==> config.mk <==
export PLATFORM = sky130hd
export DESIGN_NAME = ice51_boot_ctrl_flat
export DESIGN_NICKNAME = d
export VERILOG_FILES = /design/src/rtl/ice51_boot_ctrl_if.sv /design/src/rtl/ice51_boot_ctrl.sv /design/src/flat_wrapper.sv
export SDC_FILE = /design/constraint.sdc
export NUM_CORES = 1
export LEC_CHECK = 0
export CAP_MARGIN = 5
export CORE_ASPECT_RATIO = 2
export CORE_UTILIZATION = 45
export CTS_BUF_LIST = sky130_fd_sc_hd__clkbuf_8
export DETAILED_ROUTE_END_ITERATION = 8
export PLACE_DENSITY = 0.78
export SYNTH_ARGS = -nofsm -noshare
export SYNTH_HDL_FRONTEND = slang
export SYNTH_SLANG_ARGS = --single-unit
==> constraint.sdc <==
create_clock -name i_clk -period 2.8 [get_ports i_clk]
set_input_delay 0.28 -clock i_clk [delete_from_list [all_inputs] [get_ports i_clk]]
set_output_delay 0.28 -clock i_clk [all_outputs]
set_load 0.1 [all_outputs]
==> src/rtl/ice51_boot_ctrl_if.sv <==
// Boot controller bus bundle: UART rx byte in, code-memory port out, core reset and serial forward.
// slave = boot controller side, master = surrounding system side.
interface ice51_boot_ctrl_if #(
  parameter int ADDR_W = 10
);
  logic              i_rx_valid;
  logic [7:0]        i_rx_data;
  logic [ADDR_W-1:0] i_core_addr;
  logic              o_mem_we;
  logic [ADDR_W-1:0] o_mem_addr;
  logic [7:0]        o_mem_wdata;
  logic              o_core_nrst;
  logic              o_core_rx_valid;
  logic [7:0]        o_core_rx_data;
  logic              o_loading;

  modport slave (
    input  i_rx_valid, i_rx_data, i_core_addr,
    output o_mem_we, o_mem_addr, o_mem_wdata, o_core_nrst,
           o_core_rx_valid, o_core_rx_data, o_loading
  );

  modport master (
    output i_rx_valid, i_rx_data, i_core_addr,
    input  o_mem_we, o_mem_addr, o_mem_wdata, o_core_nrst,
           o_core_rx_valid, o_core_rx_data, o_loading
  );
endinterface

==> src/rtl/ice51_boot_ctrl.sv <==
// Boot sequencer: streams UART bytes into code memory, releases the core, then forwards UART bytes to it.
// Latency: 1 cycle for writes and forwards; no backpressure, every rx strobe is consumed or dropped.
module ice51_boot_ctrl #(
  parameter int MEM_SIZE       = 1024,
  parameter int ADDR_W         = 10,
  parameter bit PRELOAD        = 1'b0,
  parameter int RELEASE_CYCLES = 16
) (
  input logic              i_clk,
  input logic              i_nrst,
  ice51_boot_ctrl_if.slave bus
);

  localparam int CNT_W = $clog2(RELEASE_CYCLES + 1);
  localparam logic [ADDR_W-1:0] LAST_PTR = ADDR_W'(MEM_SIZE - 1);
  localparam logic [CNT_W-1:0]  CNT_INIT = CNT_W'(RELEASE_CYCLES);

  typedef enum logic [1:0] {
    ST_LOAD    = 2'd0,
    ST_RELEASE = 2'd1,
    ST_RUN     = 2'd2
  } state_t;

  localparam state_t RST_STATE = PRELOAD ? ST_RELEASE : ST_LOAD;

  state_t            state_q, state_d;
  logic [ADDR_W-1:0] ptr_q, ptr_d;
  logic [CNT_W-1:0]  cnt_q, cnt_d;
  logic              we_q, we_d;
  logic [ADDR_W-1:0] waddr_q, waddr_d;
  logic [7:0]        wdata_q, wdata_d;
  logic              nrst_q, nrst_d;
  logic              rxv_q, rxv_d;
  logic [7:0]        rxd_q, rxd_d;

  always_ff @(posedge i_clk or negedge i_nrst) begin
    if (!i_nrst) begin
      state_q <= RST_STATE;
      ptr_q   <= '0;
      cnt_q   <= CNT_INIT;
      we_q    <= 1'b0;
      waddr_q <= '0;
      wdata_q <= '0;
      nrst_q  <= 1'b0;
      rxv_q   <= 1'b0;
      rxd_q   <= '0;
    end else begin
      state_q <= state_d;
      ptr_q   <= ptr_d;
      cnt_q   <= cnt_d;
      we_q    <= we_d;
      waddr_q <= waddr_d;
      wdata_q <= wdata_d;
      nrst_q  <= nrst_d;
      rxv_q   <= rxv_d;
      rxd_q   <= rxd_d;
    end
  end

  always_comb begin
    state_d = state_q;
    ptr_d   = ptr_q;
    cnt_d   = cnt_q;
    we_d    = 1'b0;
    waddr_d = waddr_q;
    wdata_d = wdata_q;
    nrst_d  = nrst_q;
    rxv_d   = 1'b0;
    rxd_d   = rxd_q;

    unique case (state_q)
      ST_LOAD: begin
        if (bus.i_rx_valid) begin
          we_d    = 1'b1;
          waddr_d = ptr_q;
          wdata_d = bus.i_rx_data;
          // Pointer parks on the last address instead of wrapping.
          if (ptr_q == LAST_PTR) begin
            state_d = ST_RELEASE;
          end else begin
            ptr_d = ptr_q + 1'b1;
          end
        end
      end
      ST_RELEASE: begin
        // The settle count starts only after the final write has left the port.
        if (!we_q) begin
          if (cnt_q == CNT_W'(1)) begin
            cnt_d   = '0;
            state_d = ST_RUN;
            nrst_d  = 1'b1;
          end else begin
            cnt_d = cnt_q - 1'b1;
          end
        end
      end
      ST_RUN: begin
        rxv_d = bus.i_rx_valid;
        if (bus.i_rx_valid) begin
          rxd_d = bus.i_rx_data;
        end
      end
      default: begin
        state_d = RST_STATE;
      end
    endcase
  end

  assign bus.o_mem_we        = we_q;
  assign bus.o_mem_wdata     = wdata_q;
  assign bus.o_mem_addr      = we_q ? waddr_q
                             : ((state_q == ST_LOAD) ? ptr_q : bus.i_core_addr);
  assign bus.o_core_nrst     = nrst_q;
  assign bus.o_core_rx_valid = rxv_q;
  assign bus.o_core_rx_data  = rxd_q;
  assign bus.o_loading       = (state_q == ST_LOAD);

endmodule

==> src/flat_wrapper.sv <==
// flat-port wrapper written by rule: the top's interface ports become plain ports
module ice51_boot_ctrl_flat 
#(
  parameter int MEM_SIZE       = 1024,
  parameter int ADDR_W         = 10,
  parameter bit PRELOAD        = 1'b0,
  parameter int RELEASE_CYCLES = 16
)
  (i_clk, i_nrst, bus_i_rx_valid, bus_i_rx_data, bus_i_core_addr, bus_o_mem_we, bus_o_mem_addr, bus_o_mem_wdata, bus_o_core_nrst, bus_o_core_rx_valid, bus_o_core_rx_data, bus_o_loading);
  ice51_boot_ctrl_if #(.ADDR_W(ADDR_W)) bus_i ();
  input logic i_clk;
  input logic i_nrst;
  input wire logic [$bits(bus_i.i_rx_valid)-1:0] bus_i_rx_valid;
  input wire logic [$bits(bus_i.i_rx_data)-1:0] bus_i_rx_data;
  input wire logic [$bits(bus_i.i_core_addr)-1:0] bus_i_core_addr;
  output wire logic [$bits(bus_i.o_mem_we)-1:0] bus_o_mem_we;
  output wire logic [$bits(bus_i.o_mem_addr)-1:0] bus_o_mem_addr;
  output wire logic [$bits(bus_i.o_mem_wdata)-1:0] bus_o_mem_wdata;
  output wire logic [$bits(bus_i.o_core_nrst)-1:0] bus_o_core_nrst;
  output wire logic [$bits(bus_i.o_core_rx_valid)-1:0] bus_o_core_rx_valid;
  output wire logic [$bits(bus_i.o_core_rx_data)-1:0] bus_o_core_rx_data;
  output wire logic [$bits(bus_i.o_loading)-1:0] bus_o_loading;
  assign bus_i.i_rx_valid = bus_i_rx_valid;
  assign bus_i.i_rx_data = bus_i_rx_data;
  assign bus_i.i_core_addr = bus_i_core_addr;
  assign bus_o_mem_we = bus_i.o_mem_we;
  assign bus_o_mem_addr = bus_i.o_mem_addr;
  assign bus_o_mem_wdata = bus_i.o_mem_wdata;
  assign bus_o_core_nrst = bus_i.o_core_nrst;
  assign bus_o_core_rx_valid = bus_i.o_core_rx_valid;
  assign bus_o_core_rx_data = bus_i.o_core_rx_data;
  assign bus_o_loading = bus_i.o_loading;
  ice51_boot_ctrl #(.MEM_SIZE(MEM_SIZE), .ADDR_W(ADDR_W), .PRELOAD(PRELOAD), .RELEASE_CYCLES(RELEASE_CYCLES)) u_core (.i_clk(i_clk), .i_nrst(i_nrst), .bus(bus_i));
endmodule
==> results of run 1 <==
kinds of logic after synthesis:
group | share of synthesized area
buffers and inverters | 0.0287
multiplexers | 0.215
flip-flops | 0.539
adder cells (fa/ha/maj) | 0.0176
XOR/XNOR | 0.0205
AO/OA/AOI/OAI | 0.0550
AND/OR/NAND/NOR | 0.124
sequential cells by signal, indices dropped and copies added (netlist names):
signal                      cells
u_core.state_q                  2
u_core.bus.o_core_rx_valid      1
u_core.bus.o_mem_we             1
u_core.bus.o_core_rx_data       8
u_core.bus.o_core_nrst          1
u_core.cnt_q                    5
u_core.waddr_q                 10
u_core.ptr_q                   10
u_core.bus.o_mem_wdata          8
per-stage QoR:
step | util | std cells | worst slack [ns]
floorplan | - | 181 | -0.233
global placement | 0.606 | 282 | 0.736
detailed placement | 0.606 | 282 | 0.704
CTS | 0.626 | 290 | 0.634
global route | 0.626 | 290 | 0.547
finish | 0.626 | 290 | 0.653
layer usage:
layer  track usage  wire length, um
met2         0.356             2430
met5             0                0
met3        0.0260              112
met1         0.207             1610
met4         0.103              100
cells in the mapped netlist:
cell type / n / share of area
o21ai_0: 14 / 0.033
a21o_1: 1 / 0.0035
nor2b_1: 1 / 0.0029
mux2_2: 17 / 0.090
nand4_2: 1 / 0.0059
buf_4: 1 / 0.0035
nand2_1: 20 / 0.035
nand4_1: 2 / 0.0059
mux2i_1: 11 / 0.052
nor4b_1: 1 / 0.0041
nor2_1: 8 / 0.014
ha_1: 3 / 0.018
clkbuf_1: 2 / 0.0035
xnor2_1: 1 / 0.0041
dfrtp_1: 45 / 0.53
mux2_1: 14 / 0.074
and3_1: 2 / 0.0059
o21a_1: 1 / 0.0035
or3_1: 1 / 0.0029
a21oi_1: 4 / 0.0094
nor3b_1: 1 / 0.0035
nand2b_1: 1 / 0.0029
xor2_1: 4 / 0.016
inv_1: 7 / 0.012
o31ai_2: 1 / 0.0059
nor3b_4: 2 / 0.018
nor3_1: 6 / 0.014
dfstp_2: 1 / 0.012
nand3_1: 4 / 0.0094
buf_2: 4 / 0.0094
critical path: stages, from the launching register on:
cell,delay (ns)
dfrtp_1,0.48
nor2_1,0.21
buf_4,0.27
mux2i_1,0.27
o21ai_2,0.11
buf_12,0.22
area by class of cell:
cell class	instances	area (sq um)
clock buffer	6	82.6
clock inverter	2	8.76
fill	385	1720
inverter	7	26.3
multi-input combinational	121	957
sequential	46	1150
tap	55	68.8
timing repair buffer	53	581
path summary, 6_finish.rpt:
| check | from | endpoint | depth (start not counted) |
|---|---|---|---|
| hold reg to reg | u_core.bus.o_core_nrst$_DFFE_PN0P_ | u_core.bus.o_core_nrst$_DFFE_PN0P_ | 1 |
| min in group i_clk | u_core.bus.o_core_nrst$_DFFE_PN0P_ | u_core.bus.o_core_nrst$_DFFE_PN0P_ | 1 |
| setup / recovery | u_core.state_q[1]$_DFFE_PN0P_ | bus_o_mem_addr[6] | 5 |
| max in group asynchronous | i_nrst | u_core.bus.o_core_rx_data[3]$_DFFE_PN0P_ | 1 |
| setup reg to reg | u_core.bus.o_mem_we$_DFF_PN0_ | u_core.cnt_q[4]$_DFFE_PN1P_ | 4 |
| hold / removal | i_nrst | u_core.waddr_q[4]$_DFFE_PN0P_ | 1 |
==> results.txt, run 1 <==
outcome - finished, final reports clean
CP startpoint kind - register
Num CTS Buffers - 5
Total Wirelength - 4250 um
initial core utilization - 0.465
initial antenna violation count - 0
post_cts resized - 0
Layout Nets - 258
r2r setup slk - 0.84 ns
GRT Residual Overflow - 0
Layout Skew - 0.00585 ns
CTS tree - done
Core ar. - 4600 sq um
std cell rows - 35
Area Overhead vs Synth - 34.6%
vias in the first global route - 1645
fin crit share - 0.767
Fmax achieved - 0.466 GHz
post-DP HPWL - 3180 um
Worst EP required - 2.52 ns
wire per inst - 14.7 um
Critical Path Fanout Max - 10
largest net degree at the start of global routing - 47
dpl cell area - 2790 sq um
post-route setup TNS - 0 ns
Die W - 50.7 um
total number of vias - 1526
Reg clk slew, reported paths - 0.08 ns
diodes inserted - 0
min Tclk post-route - 2.15 ns
Fin. Hold Viols - 0
CTS sink cnt - 46
die area - 5050 sq um
class of the worst hold path - in2async
crit path kind - reg2out
Mapped Nets - 205
register bit count reported by yosys - 46
worst-margin pin slew - 0.996 ns
CP Capture Type - primary output
sequential share of the synthesized area - 0.539
Initial DRC Count - 16
postcts setup bufs - 0
# H-tree levels - 2
relative slew slack - 0.336
port bufs - 50
Post-Syn Area per Cell - 11.8 sq um
synth unique cells - 30
ANT nets after route - 0
Mapped Cells - 181
post-route cell area - 2880 sq um
global-route wire length before repair - 7290 um
layout cells sized above 1 - 0.306
Hold Slack - 0.152 ns
placer congestion estimate - 0.749
Max-cap violations - 0
CTS root buf - clkbuf_8
CTS max path bufs - 2
most frequent cells in the layout - dfrtp_1, buf_4, nand2_1
setup violators final - 0
most common cell after layout, fill and taps aside - dfrtp_1
GRT Util Overall - 0.194
router iterations before antenna repair - 3
DR DRC count - 0
# IOs - 51
YS warnings - 0
RSZ-0062 raised after global routing - no
synthesized area - 2140 sq um
Clk Latency, worst-skew pair - 0.30 ns
Critical Path AT - 1.87 ns
CTS Hold Bufs - 0
vias per cell - 5.26
Final Max Slew Viols - 0
DIE HEIGHT - 99.5 um
Power of run 1 is left out: the tool's default activity adds up to more than one toggle a clock period on the data nets, which glitch-free logic cannot reach.
==> inputs of run 2 (changes only) <==
--- a/config.mk
+++ b/config.mk
@@ -10,7 +10,7 @@
 export CORE_UTILIZATION = 45
 export CTS_BUF_LIST = sky130_fd_sc_hd__clkbuf_8
 export DETAILED_ROUTE_END_ITERATION = 8
-export PLACE_DENSITY = 0.78
+export PLACE_DENSITY = 0.81
 export SYNTH_ARGS = -nofsm -noshare
 export SYNTH_HDL_FRONTEND = slang
 export SYNTH_SLANG_ARGS = --single-unit
==> constraint.sdc (replaced) <==
create_clock -name i_clk -period 1.8 [get_ports i_clk]
set_input_delay 0.18 -clock i_clk [delete_from_list [all_inputs] [get_ports i_clk]]
set_output_delay 0.18 -clock i_clk [all_outputs]
set_load 0.1 [all_outputs]
==> run 2 against run 1 <==
Final area grew 12%. Die area did not move. First-iteration DRC count up 110%. Setup slack lost 0.64 ns. Global-route usage rose by 1.8 points. Critical path type unchanged. Critical endpoint is now bus_o_mem_addr[3]. Largest cell class unchanged.
==> results.txt, run 2 (synthesis results as in run 1) <==
placer congestion estimate - 0.792 (was 0.749)
worst-case reg-to-reg path depth - 5 (was 4)
std cell rows - 35 (unchanged)
routed wl met3 - 132 um (was 112 um)
initial antenna violation count - 0 (unchanged)
worst path cell trace - nor2_4, buf_8, mux2i_4, o21ai_4, buf_12 (was nor2_1, buf_4, mux2i_1, o21ai_2, buf_12)
largest net degree at the start of global routing - 28 (was 47)
highest metal used - met4 (unchanged)
RSZ-0062 raised after global routing - yes (was no)
Reg-to-Reg End - u_core.ptr_q[9]$_DFFE_PN0P_ (was u_core.cnt_q[4]$_DFFE_PN1P_)
worst setup path end - bus_o_mem_addr[3] (was bus_o_mem_addr[6])
Regs by FF count - u_core.ptr_q x10, u_core.waddr_q x10 (unchanged)
Layout Skew - 0.00491 ns (was 0.00585 ns)
GRT Residual Overflow - 0 (unchanged)
Max-cap violations - 0 (unchanged)
final cell count without fillers - 304 (was 290)
DRT met1 WL - 1610 um (about the same)
router iterations before antenna repair - 4 (was 3)
Layout Nets - 272 (was 258)
CP max stage delay - 0.43 ns (was 0.48 ns)
min Tclk post-route - 1.78 ns
worst r2r src - u_core.state_q[0]$_DFFE_PN0P_ (was u_core.bus.o_mem_we$_DFF_PN0_)
DR DRC count - 0 (unchanged)
Final Max Slew Viols - 0 (unchanged)
Critical Path Fanout Max - 6 (was 10)
Worst EP required - 1.62 ns (was 2.52 ns)
fin crit share - 0.991
worst-margin pin slew - 0.468 ns (was 0.996 ns)
Critical Path Source - u_core.state_q[0]$_DFFE_PN0P_ (was u_core.state_q[1]$_DFFE_PN0P_)
port bufs - 50 (unchanged)
Reg clk slew, reported paths - 0.08 ns (about the same)
Placed Cells - 293 (was 282)
Num CTS Buffers - 5 (unchanged)
ANT nets after route - 0 (unchanged)
diodes inserted - 0 (unchanged)
outcome - finished, final reports clean (unchanged)
wire per inst - 15.3 um (was 14.7 um)
Critical Path AT - 1.60 ns (was 1.87 ns)
most frequent cells in the layout - dfrtp_1, buf_4, nand2_1 (unchanged)
Total Wirelength - 4640 um (was 4250 um)
Area Overhead vs Synth - 51.3% (was 34.6%)
Core ar. - 4600 sq um (unchanged)
CP startpoint kind - register (unchanged)
crit path kind - reg2out (unchanged)
CTS max path bufs - 2 (unchanged)
CTS tree - done (unchanged)
setup violators final - 0 (unchanged)
total number of vias - 1641 (was 1526)
most common cell after layout, fill and taps aside - dfrtp_1 (unchanged)
CTS root buf - clkbuf_8 (unchanged)
die area - 5050 sq um (unchanged)
post-DP HPWL - 3400 um (was 3180 um)
Clk Latency, worst-skew pair - 0.30 ns (about the same)
global-route wire length before repair - 7920 um (was 7290 um)
class of the worst hold path - in2async (unchanged)
GRT Util Overall - 0.212 (was 0.194)
CP Capture Type - primary output (unchanged)
DIE HEIGHT - 99.5 um (unchanged)
vias per cell - 5.40 (was 5.26)
r2r setup slk - 0.06 ns (was 0.84 ns)
slowest stage cell, crit path - dfrtp_2 (was dfrtp_1)
vias in the first global route - 1733 (was 1645)
# IOs - 51 (unchanged)
Initial DRC Count - 33 (was 16)
Fmax achieved - 0.560 GHz
routed length on met2 - 2740 um (was 2430 um)
CTS sink cnt - 46 (unchanged)
relative slew slack - 0.688 (was 0.336)
layout cells sized above 1 - 0.410 (was 0.306)
Die W - 50.7 um (unchanged)
initial core utilization - 0.465 (unchanged)
Fin. Hold Viols - 0 (unchanged)
# H-tree levels - 2 (unchanged)
## run 2: changes by cell type in the layout (fill, tap and decap cells not counted), moves of 7 or more
cell / change
mux2i_1: -10
mux2i_4: +7
o21ai_4: +10
buf_4: +8
o21ai_2: -9
## run 2: layer usage
metal	vias up	GRT usage
li1	768	-
met1	827	0.219
met2	34	0.395
met3	12	0.0367
met4	0	0.103
met5	-	0
## run 2: critical path: cells and delay by family (launching register included)
kind                   cells  cell delay [ns]
muxes                      1             0.27
AOI/OAI and AO/OA          1             0.09
DFF                        1             0.43
and+or+nand+nor            1             0.15
buffers and inverters      2             0.35
## run 2: worst min-delay path by stage
stage | from | endpoint | slack, ns
detailed placement | i_nrst | u_core.bus.o_core_rx_data[7]$_DFFE_PN0P_ | 0.16
CTS | i_nrst | u_core.bus.o_core_rx_valid$_DFF_PN0_ | 0.37
global placement | i_nrst | u_core.bus.o_core_rx_data[0]$_DFFE_PN0P_ | 0.15
floorplan | i_nrst | u_core.bus.o_core_nrst$_DFFE_PN0P_ | -0.12
global route | i_nrst | u_core.bus.o_core_rx_valid$_DFF_PN0_ | 0.42
finish | i_nrst | u_core.bus.o_core_rx_valid$_DFF_PN0_ | 0.36
## run 2: area by class of cell
type / count / area [sq um]
clock buffer: 6 / 82.6
multi-input combinational: 121 / 1150
inverter: 7 / 26.3
sequential: 46 / 1160
clock inverter: 2 / 8.76
tap: 55 / 68.8
fill: 341 / 1370
timing repair buffer: 67 / 737
## run 2: what timing repair did
item	CTS	global route
setup endpoints to repair	10	13
pin swaps	0	0
cloned	0	0
setup buffers	2	0
gates resized for setup	23	2
hold buffers	1	0
hold endpoints to repair	19	0
## run 2: metrics by stage
step                      utilization  hold slack [ns]  setup TNS, ns  worst slack (ns)  instance area [sq um]
after detailed placement        0.650            0.158       -0.00669          -0.00669                   2990
after floorplan                     -           -0.116              0           0.00274                   2270
final                           0.703            0.356              0            0.0157                   3230
after CTS                       0.701            0.369              0            0.0140                   3220
after global routing            0.703            0.416         -0.422           -0.0590                   3230
after global placement          0.650            0.149              0            0.0754                   2990
Power of run 2 is left out for the same reason.
